### src/rtl/dust_alarm_pkg.sv
// Shared defaults, hysteresis state encoding and marker helper for the zoned dust alarm.
package dust_alarm_pkg;
  localparam int DEF_DATA_W     = 16;
  localparam int DEF_CNT_W      = 10;
  localparam int DEF_ZONES      = 4;
  localparam int DEF_IDX_W      = 10;
  localparam int DEF_HYST_SCANS = 3;

  typedef enum logic {
    HYST_CLEAN = 1'b0,
    HYST_ALARM = 1'b1
  } hyst_state_e;

  // All-ones dust marker for widths up to 64; callers truncate to their width.
  function automatic logic [63:0] dust_marker(input int unsigned width);
    dust_marker = (width >= 64) ? '1 : ((64'd1 << width) - 64'd1);
  endfunction
endpackage

### src/rtl/dust_alarm_zoned_if.sv
// Distance sample stream in from the distance calculator and marked stream out to the scan packer.
interface dust_alarm_zoned_if
  import dust_alarm_pkg::*;
#(
  parameter int DATA_W = DEF_DATA_W
) ();
  logic              zero_flag;
  logic              data_in_valid;
  logic [DATA_W-1:0] data_in;
  logic              data_out_valid;
  logic [DATA_W-1:0] data_out;

  modport master (
    output zero_flag, data_in_valid, data_in,
    input  data_out_valid, data_out
  );

  modport slave (
    input  zero_flag, data_in_valid, data_in,
    output data_out_valid, data_out
  );
endinterface

### src/rtl/dust_zone_hyst.sv
// Per-zone alarm with scan-level hysteresis, evaluated once per scan snapshot.
//   state      | meaning
//   HYST_CLEAN | alarm low; run counts consecutive dirty scans
//   HYST_ALARM | alarm high; run counts consecutive clean scans
module dust_zone_hyst
  import dust_alarm_pkg::*;
#(
  parameter int CNT_W      = DEF_CNT_W,
  parameter int HYST_SCANS = DEF_HYST_SCANS
) (
  input  logic             clk,
  input  logic             rst_n,
  input  logic             snap,
  input  logic [CNT_W-1:0] count,
  input  logic [CNT_W-1:0] alarm_limit,
  output logic             alarm
);
  localparam int RUN_W = $clog2(HYST_SCANS + 1);

  hyst_state_e      state_q, state_d;
  logic [RUN_W-1:0] run_q, run_d;
  logic [RUN_W-1:0] run_inc;
  logic             dirty;

  assign run_inc = run_q + 1'b1;
  assign dirty   = (count > alarm_limit);

  always_ff @(posedge clk or negedge rst_n) begin
    if (!rst_n) begin
      state_q <= HYST_CLEAN;
      run_q   <= '0;
    end else begin
      state_q <= state_d;
      run_q   <= run_d;
    end
  end

  always_comb begin
    state_d = state_q;
    run_d   = run_q;
    if (snap) begin
      case (state_q)
        HYST_CLEAN: begin
          if (!dirty) begin
            run_d = '0;
          end else if (run_inc == RUN_W'(HYST_SCANS)) begin
            state_d = HYST_ALARM;
            run_d   = '0;
          end else begin
            run_d = run_inc;
          end
        end
        HYST_ALARM: begin
          if (dirty) begin
            run_d = '0;
          end else if (run_inc == RUN_W'(HYST_SCANS)) begin
            state_d = HYST_CLEAN;
            run_d   = '0;
          end else begin
            run_d = run_inc;
          end
        end
        default: begin
          state_d = HYST_CLEAN;
          run_d   = '0;
        end
      endcase
    end
  end

  assign alarm = (state_q == HYST_ALARM);
endmodule

### src/rtl/dust_alarm_zoned.sv
// Marks near-window dust returns, counts them per angular zone each scan,
// and drives a hysteretic alarm per zone.
module dust_alarm_zoned
  import dust_alarm_pkg::*;
#(
  parameter int DATA_W     = DEF_DATA_W,
  parameter int CNT_W      = DEF_CNT_W,
  parameter int ZONES      = DEF_ZONES,
  parameter int IDX_W      = DEF_IDX_W,
  parameter int HYST_SCANS = DEF_HYST_SCANS
) (
  input  logic                   clk,
  input  logic                   rst_n,
  input  logic [DATA_W-1:0]      dust_threshold,
  input  logic [CNT_W-1:0]       alarm_limit,
  input  logic [IDX_W-1:0]       zone_len,
  dust_alarm_zoned_if.slave      stream,
  output logic [ZONES*CNT_W-1:0] zone_cnt,
  output logic                   cnt_valid,
  output logic [ZONES-1:0]       dust_alarm
);
  localparam int ZI_W = (ZONES > 1) ? $clog2(ZONES) : 1;
  localparam logic [DATA_W-1:0] MARK = DATA_W'(dust_marker(DATA_W));

  logic [IDX_W-1:0] pt_cnt, pt_nxt, base_pt, eff_len;
  logic [ZI_W-1:0]  zone_idx, zi_nxt, base_zi;
  logic [CNT_W-1:0] acc     [ZONES];
  logic [CNT_W-1:0] acc_nxt [ZONES];
  logic             hit;

  assign hit = (dust_threshold != '0) && stream.data_in_valid &&
               (stream.data_in <= dust_threshold);
  assign eff_len = (zone_len == '0) ? IDX_W'(1) : zone_len;

  // A sample coinciding with zero_flag is the first sample of the new scan,
  // so the advance/accumulate step always starts from the post-close base.
  always_comb begin
    base_pt = stream.zero_flag ? '0 : pt_cnt;
    base_zi = stream.zero_flag ? '0 : zone_idx;
    for (int k = 0; k < ZONES; k++) begin
      acc_nxt[k] = stream.zero_flag ? '0 : acc[k];
    end
    pt_nxt = base_pt;
    zi_nxt = base_zi;
    if (stream.data_in_valid) begin
      if ((base_pt == eff_len - 1'b1) && (base_zi < ZI_W'(ZONES - 1))) begin
        pt_nxt = '0;
        zi_nxt = base_zi + 1'b1;
      end else if (base_pt != '1) begin
        pt_nxt = base_pt + 1'b1;
      end
      if (hit && (acc_nxt[base_zi] != '1)) begin
        acc_nxt[base_zi] = acc_nxt[base_zi] + 1'b1;
      end
    end
  end

  always_ff @(posedge clk or negedge rst_n) begin
    if (!rst_n) begin
      pt_cnt                <= '0;
      zone_idx              <= '0;
      stream.data_out       <= '0;
      stream.data_out_valid <= 1'b0;
      zone_cnt              <= '0;
      cnt_valid             <= 1'b0;
      for (int k = 0; k < ZONES; k++) begin
        acc[k] <= '0;
      end
    end else begin
      pt_cnt                <= pt_nxt;
      zone_idx              <= zi_nxt;
      stream.data_out_valid <= stream.data_in_valid;
      cnt_valid             <= stream.zero_flag;
      if (stream.data_in_valid) begin
        stream.data_out <= hit ? MARK : stream.data_in;
      end
      for (int k = 0; k < ZONES; k++) begin
        acc[k] <= acc_nxt[k];
        if (stream.zero_flag) begin
          zone_cnt[k*CNT_W +: CNT_W] <= acc[k];
        end
      end
    end
  end

  // Hysteresis sees the count being snapshotted so the alarm moves with cnt_valid.
  for (genvar k = 0; k < ZONES; k++) begin : g_zone
    dust_zone_hyst #(
      .CNT_W      (CNT_W),
      .HYST_SCANS (HYST_SCANS)
    ) u_hyst (
      .clk         (clk),
      .rst_n       (rst_n),
      .snap        (stream.zero_flag),
      .count       (acc[k]),
      .alarm_limit (alarm_limit),
      .alarm       (dust_alarm[k])
    );
  end
endmodule

### src/flat_wrapper.sv
// flat-port wrapper written by rule: the top's interface ports become plain ports
module dust_alarm_zoned_flat import dust_alarm_pkg::*;
#(
  parameter int DATA_W     = DEF_DATA_W,
  parameter int CNT_W      = DEF_CNT_W,
  parameter int ZONES      = DEF_ZONES,
  parameter int IDX_W      = DEF_IDX_W,
  parameter int HYST_SCANS = DEF_HYST_SCANS
)
  (clk, rst_n, dust_threshold, alarm_limit, zone_len, zone_cnt, cnt_valid, dust_alarm, stream_zero_flag, stream_data_in_valid, stream_data_in, stream_data_out_valid, stream_data_out);
  dust_alarm_zoned_if #(.DATA_W(DATA_W)) stream_i ();
  input  logic clk;
  input  logic rst_n;
  input  logic [DATA_W-1:0] dust_threshold;
  input  logic [CNT_W-1:0] alarm_limit;
  input  logic [IDX_W-1:0] zone_len;
  output logic [ZONES*CNT_W-1:0] zone_cnt;
  output logic cnt_valid;
  output logic [ZONES-1:0] dust_alarm;
  input wire logic [$bits(stream_i.zero_flag)-1:0] stream_zero_flag;
  input wire logic [$bits(stream_i.data_in_valid)-1:0] stream_data_in_valid;
  input wire logic [$bits(stream_i.data_in)-1:0] stream_data_in;
  output wire logic [$bits(stream_i.data_out_valid)-1:0] stream_data_out_valid;
  output wire logic [$bits(stream_i.data_out)-1:0] stream_data_out;
  assign stream_i.zero_flag = stream_zero_flag;
  assign stream_i.data_in_valid = stream_data_in_valid;
  assign stream_i.data_in = stream_data_in;
  assign stream_data_out_valid = stream_i.data_out_valid;
  assign stream_data_out = stream_i.data_out;
  dust_alarm_zoned #(.DATA_W(DATA_W), .CNT_W(CNT_W), .ZONES(ZONES), .IDX_W(IDX_W), .HYST_SCANS(HYST_SCANS)) u_core (.clk(clk), .rst_n(rst_n), .dust_threshold(dust_threshold), .alarm_limit(alarm_limit), .zone_len(zone_len), .stream(stream_i), .zone_cnt(zone_cnt), .cnt_valid(cnt_valid), .dust_alarm(dust_alarm));
endmodule
### config.mk
export PLATFORM = sky130hd
export DESIGN_NAME = dust_alarm_zoned_flat
export DESIGN_NICKNAME = d
export VERILOG_FILES = /design/src/rtl/dust_alarm_pkg.sv /design/src/rtl/dust_alarm_zoned_if.sv /design/src/rtl/dust_zone_hyst.sv /design/src/rtl/dust_alarm_zoned.sv /design/src/flat_wrapper.sv
export SDC_FILE = /design/constraint.sdc
export NUM_CORES = 1
export LEC_CHECK = 0
export ABC_AREA = 0
export CAP_MARGIN = 5
export CORE_ASPECT_RATIO = 0.75
export CORE_MARGIN = 2
export CORE_UTILIZATION = 55
export CTS_CLUSTER_DIAMETER = 120
export DETAILED_ROUTE_END_ITERATION = 10
export GPL_TIMING_DRIVEN = 0
export MAX_ROUTING_LAYER = met4
export PLACE_DENSITY_LB_ADDON = 0.12
export SLEW_MARGIN = 25
export SYNTH_ARGS = -nofsm -noshare
export SYNTH_HDL_FRONTEND = slang
export SYNTH_SLANG_ARGS = --single-unit
### constraint.sdc
create_clock -name clk -period 3.35 [get_ports clk]
set_input_delay 0.67 -clock clk [delete_from_list [all_inputs] [get_ports clk]]
set_output_delay 0.67 -clock clk [all_outputs]
set_load 0.01 [all_outputs]
* Word level (Yosys, flattened, before mapping)
Cells that the tools add are included.
** Storage, ports and cells
- Word-level logic and storage cells :: 110
- Input port bits :: 56
- Output and inout bits :: 62
- Register bits after elaboration :: 122
** Operators by class
- Add/sub/neg operators :: 8
- Bitwise operators :: 5
- Magnitude comparators :: 8
- Equal/unequal tests :: 7
- Reduce and logical (&&, ||, !) cells :: 7
- Muxes and demuxes :: 57
** Operators with widths (count)
- 10-bit 2-to-1 mux :: 12
- 40-bit 2-to-1 mux :: 2
- 40-bit bitwise mux :: 1
- 10-bit > comparator :: 4
- 2-bit 2-to-1 mux :: 15
- 10-bit by 1-bit adder with 10-bit output (second input constant) :: 2
- 10-bit binary-select mux with 2-bit select :: 1
- 10-bit demux with 2-bit select :: 1
- 10-bit != test (second input constant) :: 2
- 16-bit less-or-equal comparator :: 1
- 1-bit 2-to-1 mux :: 16
- 16-bit 2-to-1 mux :: 1
- 2-bit case mux with 2 select lines :: 4
- 16-bit nonzero test :: 1
- 2-bit by 1-bit adder with 2-bit output (second input constant) :: 5
- 10-bit equality test :: 1
- 10-bit zero test :: 1
- 10-bit by 1-bit subtractor with 10-bit output (second input constant) :: 1
- 2-bit equality test (second input constant) :: 4
- 1-bit case mux with 2 select lines :: 4
- 1-bit logical AND :: 5
- 1-bit inverter :: 4
- 3-bit greater-or-equal comparator (second input constant) :: 1
- 3-bit by 1-bit < comparator with 1-bit output (second input constant) :: 1
- other kinds (2) :: 2

* Logic depth before layout (Yosys ltp)
Gate-level depths: netlist of the first run.
- Depth after elaboration :: 9
- Depth in mapped cells :: 14
- Depth with buffers taken out :: 10

* Hierarchy
A second synthesis of the first run with hierarchy kept.
** Second synthesis, totals
- Cells, all modules :: 790
- Area total of the unflattened synthesis :: 7931.4 µm²
** Modules (own cells, without submodules)
- dust_alarm_zoned :: cells each 578, seq. area each 2752.6 µm², area an instance 6244.7 µm², times used 1
- dust_zone_hyst :: cells each 53, seq. area each 75.1 µm², area an instance 421.7 µm², times used 4

* Worst setup path after synthesis of the first run
OpenSTA, ideal clock, no wires.
- Path kind :: input to register
- Start :: input stream_zero_flag
- End :: register u_core.acc[11] (netlist bit)
- Data arrival time :: 3.297 ns
- Setup slack :: -0.072 ns
- Cell stages on the path :: 14
- Path buffers :: 5
- Data required time :: 3.225 ns
- Library setup time :: 0.125 ns
- Cells stage by stage :: clkbuf_1 > clkbuf_1 > clkbuf_1 > clkbuf_1 > nor2b_1 > ha_1 > inv_1 > o32ai_1 > o211ai_1 > nor4_1 > nor3b_1 > buf_2 > nand2_4 > mux2_2
** RTL lines
- start: declaration :: RTL line flat_wrapper.sv:20 : input wire logic [$bits(stream_i.zero_flag)-1:0] stream_zero_flag;
- end signal: indexed assignment :: RTL line dust_alarm_zoned.sv:78 : acc[k] <= acc_nxt[k];
- end: declaration :: RTL line dust_alarm_zoned.sv:27 : logic [CNT_W-1:0] acc [ZONES];

==> results of run 1 <==
==> metal layers <==
layer  global-route usage [%]  part of all wire, %
met3                     7.66                  5.9
met5                        -                    0
met4                     7.29                  1.3
met1                     42.0                   47
met2                     44.5                   45
==> worst paths after layout <==
| check | from | endpoint | depth (start not counted) |
|---|---|---|---|
| worst max register to register | u_core.zone_idx[0]$_DFF_PN0_ | u_core.acc[18]$_DFF_PN0_ | 13 |
| min in group clk | u_core.g_zone[3].u_hyst.run_q[1]$_DFFE_PN0P_ | u_core.g_zone[3].u_hyst.run_q[0]$_DFFE_PN0P_ | 1 |
| worst min register to register | u_core.g_zone[3].u_hyst.run_q[1]$_DFFE_PN0P_ | u_core.g_zone[3].u_hyst.run_q[0]$_DFFE_PN0P_ | 1 |
| worst max-delay path | u_core.zone_idx[0]$_DFF_PN0_ | u_core.acc[18]$_DFF_PN0_ | 13 |
| max in group asynchronous | rst_n | u_core.acc[15]$_DFF_PN0_ | 2 |
| worst min-delay path | rst_n | u_core.cnt_valid$_DFF_PN0_ | 1 |
==> cells by family after synthesis <==
group                      after synthesis  synth area share, %
and+or+nand+nor                        219                 16.4
DFF                                    122                 40.0
muxes                                  118                 17.0
AOI/OAI and AO/OA                      103                 9.40
buffers and inverters                   76                 4.10
adders and majority gates               63                 10.3
xor gates and xnor gates                24                 2.76
==> registers in the layout (all words and copies together) (netlist names), named ones only <==
register,flops
u_core.stream.data_out_valid,1
u_core.zone_cnt,40
u_core.pt_cnt,10
u_core.zone_idx,2
u_core.acc,40
u_core.cnt_valid,1
u_core.g_zone.u_hyst.run_q,8
u_core.stream.data_out,16
==> through the flow <==
step / hold slack, ns / cell area (um2) / power (mW) / utilization (%) / std cells
2_1_floorplan: 0.374 / 7630 / 1.78 / - / 725
3_5_place_dp: 0.482 / 9050 / 2.03 / 66.5 / 1018
5_1_grt: 0.203 / 10100 / 4.20 / 73.8 / 1063
4_1_cts: 0.196 / 9980 / 4.07 / 73.4 / 1064
3_3_place_gp: 0.458 / 9020 / 2.01 / 66.3 / 1017
6_report: 0.169 / 10100 / 4.07 / 73.9 / 1064
==> power by group <==
group,leakage (nW),internal (mW),total (mW),switching [mW]
combinational,2.85,0.247,0.512,0.265
sequential,1.63,1.51,1.53,0.0246
clock,0.310,1.31,2.02,0.706
==> worst max-delay path: stages (launching register included) <==
cell      delay [ns]
dfrtp_1         0.38
buf_6           0.16
buf_8           0.17
mux4_2          0.35
nor2b_4         0.16
ha_4            0.17
inv_1           0.06
o32ai_2         0.30
o211ai_1        0.22
buf_4           0.19
or2_2           0.28
o22ai_1         0.17
o311a_1         0.30
mux2i_1         0.12
==> repair_timing <==
| item | in CTS | in global routing |
|---|---|---|
| setup buffers | 14 | 2 |
| pin swaps | 10 | 7 |
| setup endpoints to repair | 52 | 52 |
| endpoints found under the hold margin | 0 | 0 |
| gates resized for setup | 29 | 24 |
| hold buffers | 0 | 0 |
==> Yosys cell counts, types with 16 or more instances <==
| cell type | number |
|---|---|
| nor2b_1 | 22 |
| nor2_1 | 18 |
| a21oi_1 | 22 |
| nand2b_1 | 56 |
| dfrtp_1 | 122 |
| mux2i_1 | 65 |
| clkbuf_1 | 18 |
| a21o_1 | 16 |
| ha_1 | 63 |
| nand2_1 | 39 |
| inv_1 | 44 |
| o21ai_0 | 17 |
| mux2_2 | 49 |
| nand4_1 | 19 |
==> layout make-up <==
type | instances | area, um2 | share of cell area (%)
repair buffers | 134 | 1390 | 13.8
flip-flops and latches | 122 | 3050 | 30.4
well taps | 175 | 219 | 2.18
multi-input cells | 527 | 4390 | 43.7
diodes | 1 | 2.50 | 0.0249
inverters | 44 | 165 | 1.64
clock inverters | 12 | 186 | 1.85
plain buffers | 29 | 185 | 1.84
clock buffers | 20 | 467 | 4.64
==> flow_metrics.env, run 1 <==
export IMPL_async_reset_ff_share_pct=100
export IMPL_final_cell_mix="dfrtp_1, clkdlybuf4s50_1, mux2i_1"
export IMPL_ant_nets=0
export IMPL_worst_pin_slew_ns=0.985
export IMPL_syn_to_final_growth_pct=31.9
export IMPL_arrival_ns=3.48
export IMPL_drt_wl_total_um=21000
export IMPL_die_h_um=106
export IMPL_synth_edf_count=0
export IMPL_post_dp_hpwl_um=15400
export IMPL_via_per_inst=5.88
export IMPL_wire_per_inst_um=19.7
export IMPL_rrSetupSlack_ns=0.16
export IMPL_syn_area_per_cell_um2=10.5
export IMPL_syn_instance_count=725
export IMPL_yosysTopAreaCellShare_pct=40.0
export IMPL_final_common_cell="dfrtp_1"
export IMPL_vias=6253
export IMPL_yosysTopAreaCell="dfrtp_1"
export IMPL_nets=994
export IMPL_timing_final_crit_period_ns=3.19
export IMPL_post_place_ws_ns=-1.69
export IMPL_synthTopCellsByArea="dfrtp_1, ha_1, mux2i_1"
export IMPL_ys_flop_type="dfrtp_1"
export IMPL_grt_usage_pct=30.1
export IMPL_setup_violations=0
export IMPL_dieArea_mm2=0.0148
export IMPL_ys_ff_latch=122
export IMPL_clock_sinks=122
export IMPL_h_tree_depth=4
export IMPL_finalCritPeriodShare_pct=95.3
export IMPL_setup_slack_ns=0.159
export IMPL_die_w_um=140
export IMPL_grt_antenna_before_repair=0
export IMPL_cp_start_kind="flip-flop"
export IMPL_max_clock_path_buffers=2
export IMPL_final_hold_viol_count=0
export IMPL_fin_skew_ns=0.00933
export IMPL_synth_cell_types=57
export IMPL_ir_worst_vdd_uv=425
export IMPL_cts_root_buffer="clkbuf_16"
export IMPL_critical_path_class="reg -> reg"
export IMPL_io_buffers=117
export IMPL_drive_above_1_share_pct=15.9
export IMPL_grt_pass1_vias=6312
export IMPL_cts_buffers=17
export IMPL_run_status="finished, final reports clean"
export IMPL_drv_cap=0
export IMPL_fp_row_count=37
export IMPL_critPathMaxFanout=10
export IMPL_cp_end_kind="flip-flop"
export IMPL_grt_max_degree=65
export IMPL_first_pass_iters=5
export IMPL_path_clk_slew_ns=0.05
export IMPL_tritoncts="done"
export IMPL_core_area_mm2=0.0136
export IMPL_synth_area_mm2=0.00762
export IMPL_fillerInstances=970
export IMPL_yosysSeqAreaShare_pct=40.0
export IMPL_min_path_type="in -> async"
export IMPL_grt_setup_unrepaired="false"
export IMPL_fmax_ghz=0.313
export IMPL_drc=0
export IMPL_grt_pass1_wl_um=33800
export IMPL_drv_slew=0
export IMPL_yosys_warnings=0
export IMPL_slew_limit_headroom_pct=33.7
export IMPL_synth_fp_nets=844
export IMPL_drt_iter0_markers=412
export IMPL_globalRouteOverflowTotal=0
export IMPL_finalSetupTns_ns=0
export IMPL_critPathRequiredTime_ns=3.64
export IMPL_io_pins=118
export IMPL_insertion_delay_ns=0.42
export IMPL_place_congestion=0.869
export IMPL_initial_utilization_pct=56.0
export IMPL_power_density_mw_per_mm2=404
export IMPL_leakage_nw=4.79
Power figures use the tool's default switching activity.
==> run 2: changes to the inputs <==
Settings changed: ABC_AREA 0 to 1, CORE_UTILIZATION 55 to 56, SKIP_LAST_GASP from default to 1.
==> run 2 against run 1 <==
  * Clock-buffer cell count is the same
  * Critical path type is now in -> reg
  * Final cell count up 41%
  * Register-to-register slack gained 0.62 ns
  * Die area is 6.1% higher
==> flow_metrics.env, run 2 <==
export IMPL_finalCritPeriodShare_pct=94.4
export IMPL_yosysSeqAreaShare_pct=37.0
export IMPL_yosysTopAreaCell="dfrtp_1"
export IMPL_p_int_mw=2.95
export IMPL_grt_antenna_before_repair=0
export IMPL_h_tree_depth=4
export IMPL_power_share_combinational_pct=12.8
export IMPL_dieArea_mm2=0.0157
export IMPL_die_w_um=144
export IMPL_grt_usage_pct=34.5
export IMPL_tritoncts="done"
export IMPL_clock_sinks=122
export IMPL_drt_iter0_markers=942
export IMPL_first_pass_iters=6
export IMPL_synth_cell_types=42
export IMPL_globalRouteOverflowTotal=0
export IMPL_grt_pass1_vias=7664
export IMPL_drv_slew=0
export IMPL_fin_area_mm2=0.0103
export IMPL_fmax_ghz=0.316
export IMPL_power_mw=4.00
export IMPL_leakage_nw=5.17
export IMPL_antennaDiodeCount=0
export IMPL_yosysMostFrequentCell="nand2_1"
export IMPL_final_common_cell="nand2_1"
export IMPL_p_sw_share_pct=26.1
export IMPL_ys_ff_latch=122
export IMPL_drv_cap=0
export IMPL_synthTopCellsByArea="dfrtp_1, nand2_1, ha_1"
export IMPL_pwr_share_seq_pct=38.3
export IMPL_wire_per_inst_um=16.4
export IMPL_critPathMaxFanout=10
export IMPL_max_clock_path_buffers=2
export IMPL_post_cts_buffers=0
export IMPL_setup_violations=0
export IMPL_power_density_mw_per_mm2=386
export IMPL_die_h_um=109
export IMPL_syn_area_per_cell_um2=7.16
export IMPL_final_cell_mix="nand2_1, inv_1, dfrtp_1"
export IMPL_core_area_mm2=0.0145
export IMPL_post_dp_hpwl_um=18800
export IMPL_vias=8127
export IMPL_clkPwrFrac_pct=48.9
export IMPL_fp_row_count=38
export IMPL_syn_instance_count=1153
export IMPL_cp_end_kind="flip-flop"
export IMPL_final_hold_viol_count=0
export IMPL_grt_max_degree=86
export IMPL_ys_flop_type="dfrtp_1"
export IMPL_path_clk_slew_ns=0.06
export IMPL_drc=0
export IMPL_yosysTopAreaCellShare_pct=37.0
export IMPL_synth_area_mm2=0.00825
export IMPL_worst_pin_slew_ns=0.685
export IMPL_fillerInstances=1211
export IMPL_finalSetupTns_ns=0
export IMPL_synth_edf_count=0
export IMPL_drt_wl_total_um=24600
export IMPL_via_per_inst=5.41
export IMPL_reg_top3="u_core.acc (40), u_core.zone_cnt (40), u_core.stream.data_out (16)"
export IMPL_syn_to_final_growth_pct=25.4
export IMPL_synth_fp_nets=1272
export IMPL_async_reset_ff_share_pct=100
export IMPL_io_pins=118
export IMPL_slew_limit_headroom_pct=54.4
export IMPL_drive_above_1_share_pct=7.67
export IMPL_nets=1409
export IMPL_cts_hold_buf=0
export IMPL_post_place_ws_ns=-0.250
export IMPL_fin_skew_ns=0.00815
export IMPL_initial_utilization_pct=57.1
export IMPL_critical_path_class="in -> reg"
export IMPL_setup_slack_ns=0.187
export IMPL_cts_buffers=17
export IMPL_synthTopCellsByCount="nand2_1, inv_1, dfrtp_1"
export IMPL_p_switching_mw=1.04
export IMPL_grt_pass1_wl_um=39600
export IMPL_run_status="finished, final reports clean"
export IMPL_cts_root_buffer="clkbuf_16"
export IMPL_timing_final_crit_period_ns=3.16
export IMPL_arrival_ns=3.48
export IMPL_ir_worst_vdd_uv=317
export IMPL_insertion_delay_ns=0.43
export IMPL_io_buffers=117
export IMPL_place_congestion=1.03
export IMPL_placed_area_mm2=0.00971
export IMPL_ant_nets=0
export IMPL_cp_start_kind="primary input"
export IMPL_cts_resized=0
export IMPL_critPathRequiredTime_ns=3.67
export IMPL_min_path_type="in -> async"
export IMPL_yosys_warnings=0
-- run 2: critical path: stages --
cell and delay, ns:
clkdlybuf4s50_1 0.51, buf_6 0.18, buf_6 0.19, buf_12 0.17
buf_6 0.19, nor2_1 0.09, o211ai_1 0.20, nand2_2 0.09
ha_1 0.23, nand3_1 0.13, nor2_4 0.07, nand4_1 0.17
nand4_1 0.34, nand2_1 0.18, nand2_1 0.06
-- run 2: layer usage --
layer	wire (um)	vias up	global-route usage [%]
met1	11400	3757	47.8
met2	10000	367	48.5
li1	-	3964	-
met3	2790	39	11.1
met5	0	-	-
met4	437	0	10.1
-- run 2: path summary, 6_finish.rpt --
check	start	end	slack, ns	depth (start not counted)
min	rst_n	u_core.pt_cnt[4]$_DFF_PN0_	0.10	1
min reg2reg	u_core.zone_cnt[34]$_DFFE_PN0P_	u_core.zone_cnt[34]$_DFFE_PN0P_	0.47	2
min in group clk	u_core.zone_cnt[34]$_DFFE_PN0P_	u_core.zone_cnt[34]$_DFFE_PN0P_	0.47	2
max	stream_zero_flag	u_core.acc[30]$_DFF_PN0_	0.19	15
max in group asynchronous	rst_n	u_core.acc[28]$_DFF_PN0_	2.52	2
max reg2reg	u_core.zone_idx[1]$_DFF_PN0_	u_core.acc[26]$_DFF_PN0_	0.78	12
-- run 2: through the flow --
| step | hold WS [ns] | cells | utilization, % |
|---|---|---|---|
| 2_1_floorplan | 0.374 | 1153 | - |
| 4_1_cts | 0.105 | 1503 | 71.5 |
| 6_report | 0.101 | 1503 | 71.6 |
| 3_5_place_dp | 0.458 | 1471 | 67.2 |
| 5_1_grt | 0.123 | 1503 | 71.6 |
| 3_3_place_gp | 0.455 | 1470 | 66.9 |
-- run 2: area by class of cell --
class	count	area [um2]	area share, %
clock inverters	12	163	1.57
inverters	148	563	5.44
repair buffers	118	1200	11.6
multi-input cells	841	4360	42.1
plain buffers	42	288	2.78
flip-flops and latches	122	3050	29.5
clock buffers	20	467	4.51
well taps	200	250	2.42
-- run 2: power groups by stage --
| stage | Combinational, mW | Clock, mW | Sequential (mW) |
|---|---|---|---|
| 3_3_place_gp | 0.490 | 0 | 1.56 |
| 4_1_cts | 0.507 | 1.97 | 1.53 |
| 3_5_place_dp | 0.503 | 0 | 1.55 |
| 2_1_floorplan | 0.249 | 0 | 1.56 |
| 5_1_grt | 0.567 | 2.03 | 1.53 |
| 6_report | 0.511 | 1.96 | 1.53 |
-- run 2: kinds of logic (layout without fill, tap and decap cells) --
logic type                 after synthesis  after routing  share of synthesized area (%)
adders and majority gates               63             63                           9.55
buffers and inverters                  190            340                           10.3
and+or+nand+nor                        631            631                           33.1
AOI/OAI and AO/OA                      133            133                           8.55
xor gates and xnor gates                13             13                           1.38
muxes                                    1              1                          0.167
DFF                                    122            122                           37.0
==> RTL edit: new RTL, flow settings as in run 1 <==
`DEF_IDX_W`: 10 -> 9.
--- a/src/rtl/dust_alarm_pkg.sv
+++ b/src/rtl/dust_alarm_pkg.sv
@@ -5,3 +5,3 @@
   localparam int DEF_ZONES      = 4;
-  localparam int DEF_IDX_W      = 10;
+  localparam int DEF_IDX_W      = 9;
   localparam int DEF_HYST_SCANS = 3;
Interface: changed (resized zone_len); port bits go from 118 to 117. No check against the original RTL was run, so the function may have changed too.
==> RTL edit against run 1 <==
Critical endpoint is now u_core.acc[1]. Routed wire length shrank 2.7%. Setup slack got worse by 4.9 ps. Combinational power decreased by 9.2%. Total power is 6.1% lower. Die area down 1.5%. Critical path depth is 1 lower. Clock skew increased by 2.6 ps. Area after synthesis is 1.6% lower. Core utilization down 0.75 points. Design area fell by 4.3%. Sequential cell count is 1 lower. Non-clock buffer count decreased by 9.
==> RTL edit: results (changes against run 1) <==
| Metric | Value |
|---|---|
| Hpwl dp | `15000 um (was 15400 um)` |
| GPL Wtd Cong | `0.921 (was 0.869)` |
| Syn. warnings | `0 (unchanged)` |
| Post-synth top flop | `dfrtp_1 (unchanged)` |
| Total Routed Length | `20500 um (was 21000 um)` |
| Seq/total area | `31.5% (was 30.4%)` |
| # placed instances | `987 (was 1018)` |
| Share of cells above drive strength 1 | `16.1% (was 15.9%)` |
| Synth cell count leaders | `dfrtp_1, ha_1, mux2i_1 (was dfrtp_1, mux2i_1, ha_1)` |
| Met2 Use GR | `42.0% (was 44.5%)` |
| Gate Count Post-Synth | `701 (was 725)` |
| Final cell count without fillers | `1023 (was 1064)` |
| Signal buf overhead | `14.8% (was 15.6%)` |
| Vias in the first global route | `5946 (was 6312)` |
| Seq pwr share | `39.8% (was 37.7%)` |
| Crit Path Max Fanout | `10 (unchanged)` |
| First-pass GRT wire length | `32100 um (was 33800 um)` |
| Non-clk invs | `42 (was 44)` |
| Mapped Nets | `819 (was 844)` |
| Layout Nets | `957 (was 994)` |
| Outcome | `completed (unchanged)` |
| Slew margin rel. | `41.6% (was 33.7%)` |
| Seq/Total Area, Yosys | `40.3% (was 40.0%)` |
| Clock group power | `1.83 mW (was 2.02 mW)` |
| ClkCell Share | `6.15% (was 6.50%)` |
| VDD IR-drop max | `0.364 mV (was 0.425 mV)` |
| Top Registers | `u_core.acc x40, u_core.zone_cnt x40, u_core.stream.data_out x16 (unchanged)` |
| Cell Pwr Density | `397 nW/um^2 (was 404 nW/um^2)` |
| Diode count | `0 (was 1)` |
| Met3 GRT Util | `7.52% (was 7.66%)` |
| Comb_multi_in | `503 (was 527)` |
| Pin count of the biggest net entering global routing | `80 (was 65)` |
| Clk slew on worst S/H paths | `60 ps` |
| Worst hold slack | `157 ps (was 169 ps)` |
| Fillers | `918 (was 970)` |
| H-tree Lvls | `4 (unchanged)` |
| CTS Buf Count | `17 (unchanged)` |
| Port Buf Inserts | `114 (was 117)` |
| Tot GR Track Use | `29.1% (was 30.1%)` |
| Clk_lat worst skew | `430 ps` |
| DRT iter0 DRCs | `426 (was 412)` |
| Met1 usage | `40.7% (was 42.0%)` |
| Synth Register Bits | `121 (was 122)` |
| Flop-to-flop setup slack | `150 ps` |
| Multi-input combinational area share | `43.7% (about the same)` |
| Internal Power | `2.87 mW (was 3.07 mW)` |
| Drt via density | `5.87 (was 5.88)` |
| 1st-pass router iterations | `5 (unchanged)` |
| HP Class | `input pin to asynchronous set/reset pin (unchanged)` |
| Buffers, non-clock | `154 (was 163)` |
| Leak | `4.66 nW (was 4.79 nW)` |
| Antenna violations before repair | `0 (unchanged)` |
| Worst clock skew | `11.9 ps (was 9.33 ps)` |
| # clk buffers | `21 (was 20)` |
| Main area contributors after synthesis | `dfrtp_1, ha_1, mux2i_1 (unchanged)` |
| Yosys cell types | `60 (was 57)` |
| Clock Tree Buf Depth | `2 (unchanged)` |
[RTL edit: per-layer routing]
metal / vias to the layer above / part of all wire [%]
li1: 2788 / -
met1: 2938 / 47
met2: 254 / 44
met3: 28 / 7.7
met4: 0 / 1.4
met5: - / 0
[RTL edit: cell families (layout without fill, tap and decap cells)]
kind of cell,after synthesis,count (layout),share of synthesized area [%]
compound gates,96,96,8.74
xor+xnor,21,21,2.65
fa+ha+maj,63,63,10.5
buf+inv,77,228,4.70
flops,121,121,40.3
mux,119,119,17.3
simple gates,204,204,15.8
[RTL edit: path summary, 6_finish.rpt]
kind | startpoint | cells after the start | end
max in group asynchronous | rst_n | 2 | u_core.zone_cnt[15]
min in group clk | stream_zero_flag | 1 | u_core.cnt_valid
max reg2reg | u_core.zone_idx[1] | 12 | u_core.acc[1]
min | rst_n | 1 | u_core.zone_cnt[26]
max | u_core.zone_idx[1] | 12 | u_core.acc[1]
min reg2reg | u_core.zone_cnt[5] | 1 | u_core.zone_cnt[5]
[RTL edit: metrics by stage]
step                util (%)  area, sq um  setup TNS, ps  setup WS [ps]
finish                  73.1         9620              0            154
global route            73.1         9620              0           22.5
CTS                     72.4         9520              0           2.43
detailed placement      67.6         8890         -54600          -1140
global placement        67.4         8860        -401180          -2910
floorplan                  -         7500              0            197
[RTL edit: worst max-delay path, stage by stage (launching register included)]
cell and delay (ps):
dfrtp_1 360, buf_2 190, or2_2 290, clkbuf_1 260, o22ai_2 210, ha_1 210
nor2b_2 200, o221ai_2 150, a211oi_2 260, nand3b_1 150, or3b_1 210, buf_6 190
mux2_2 370
[RTL edit: repair_timing]
item | 4_1_cts | 5_1_grt
setup buffers | 2 | 2
pin swaps | 3 | 8
hold buffers | 0 | 0
setup endpoints to repair | 51 | 38
gates resized for setup | 8 | 24
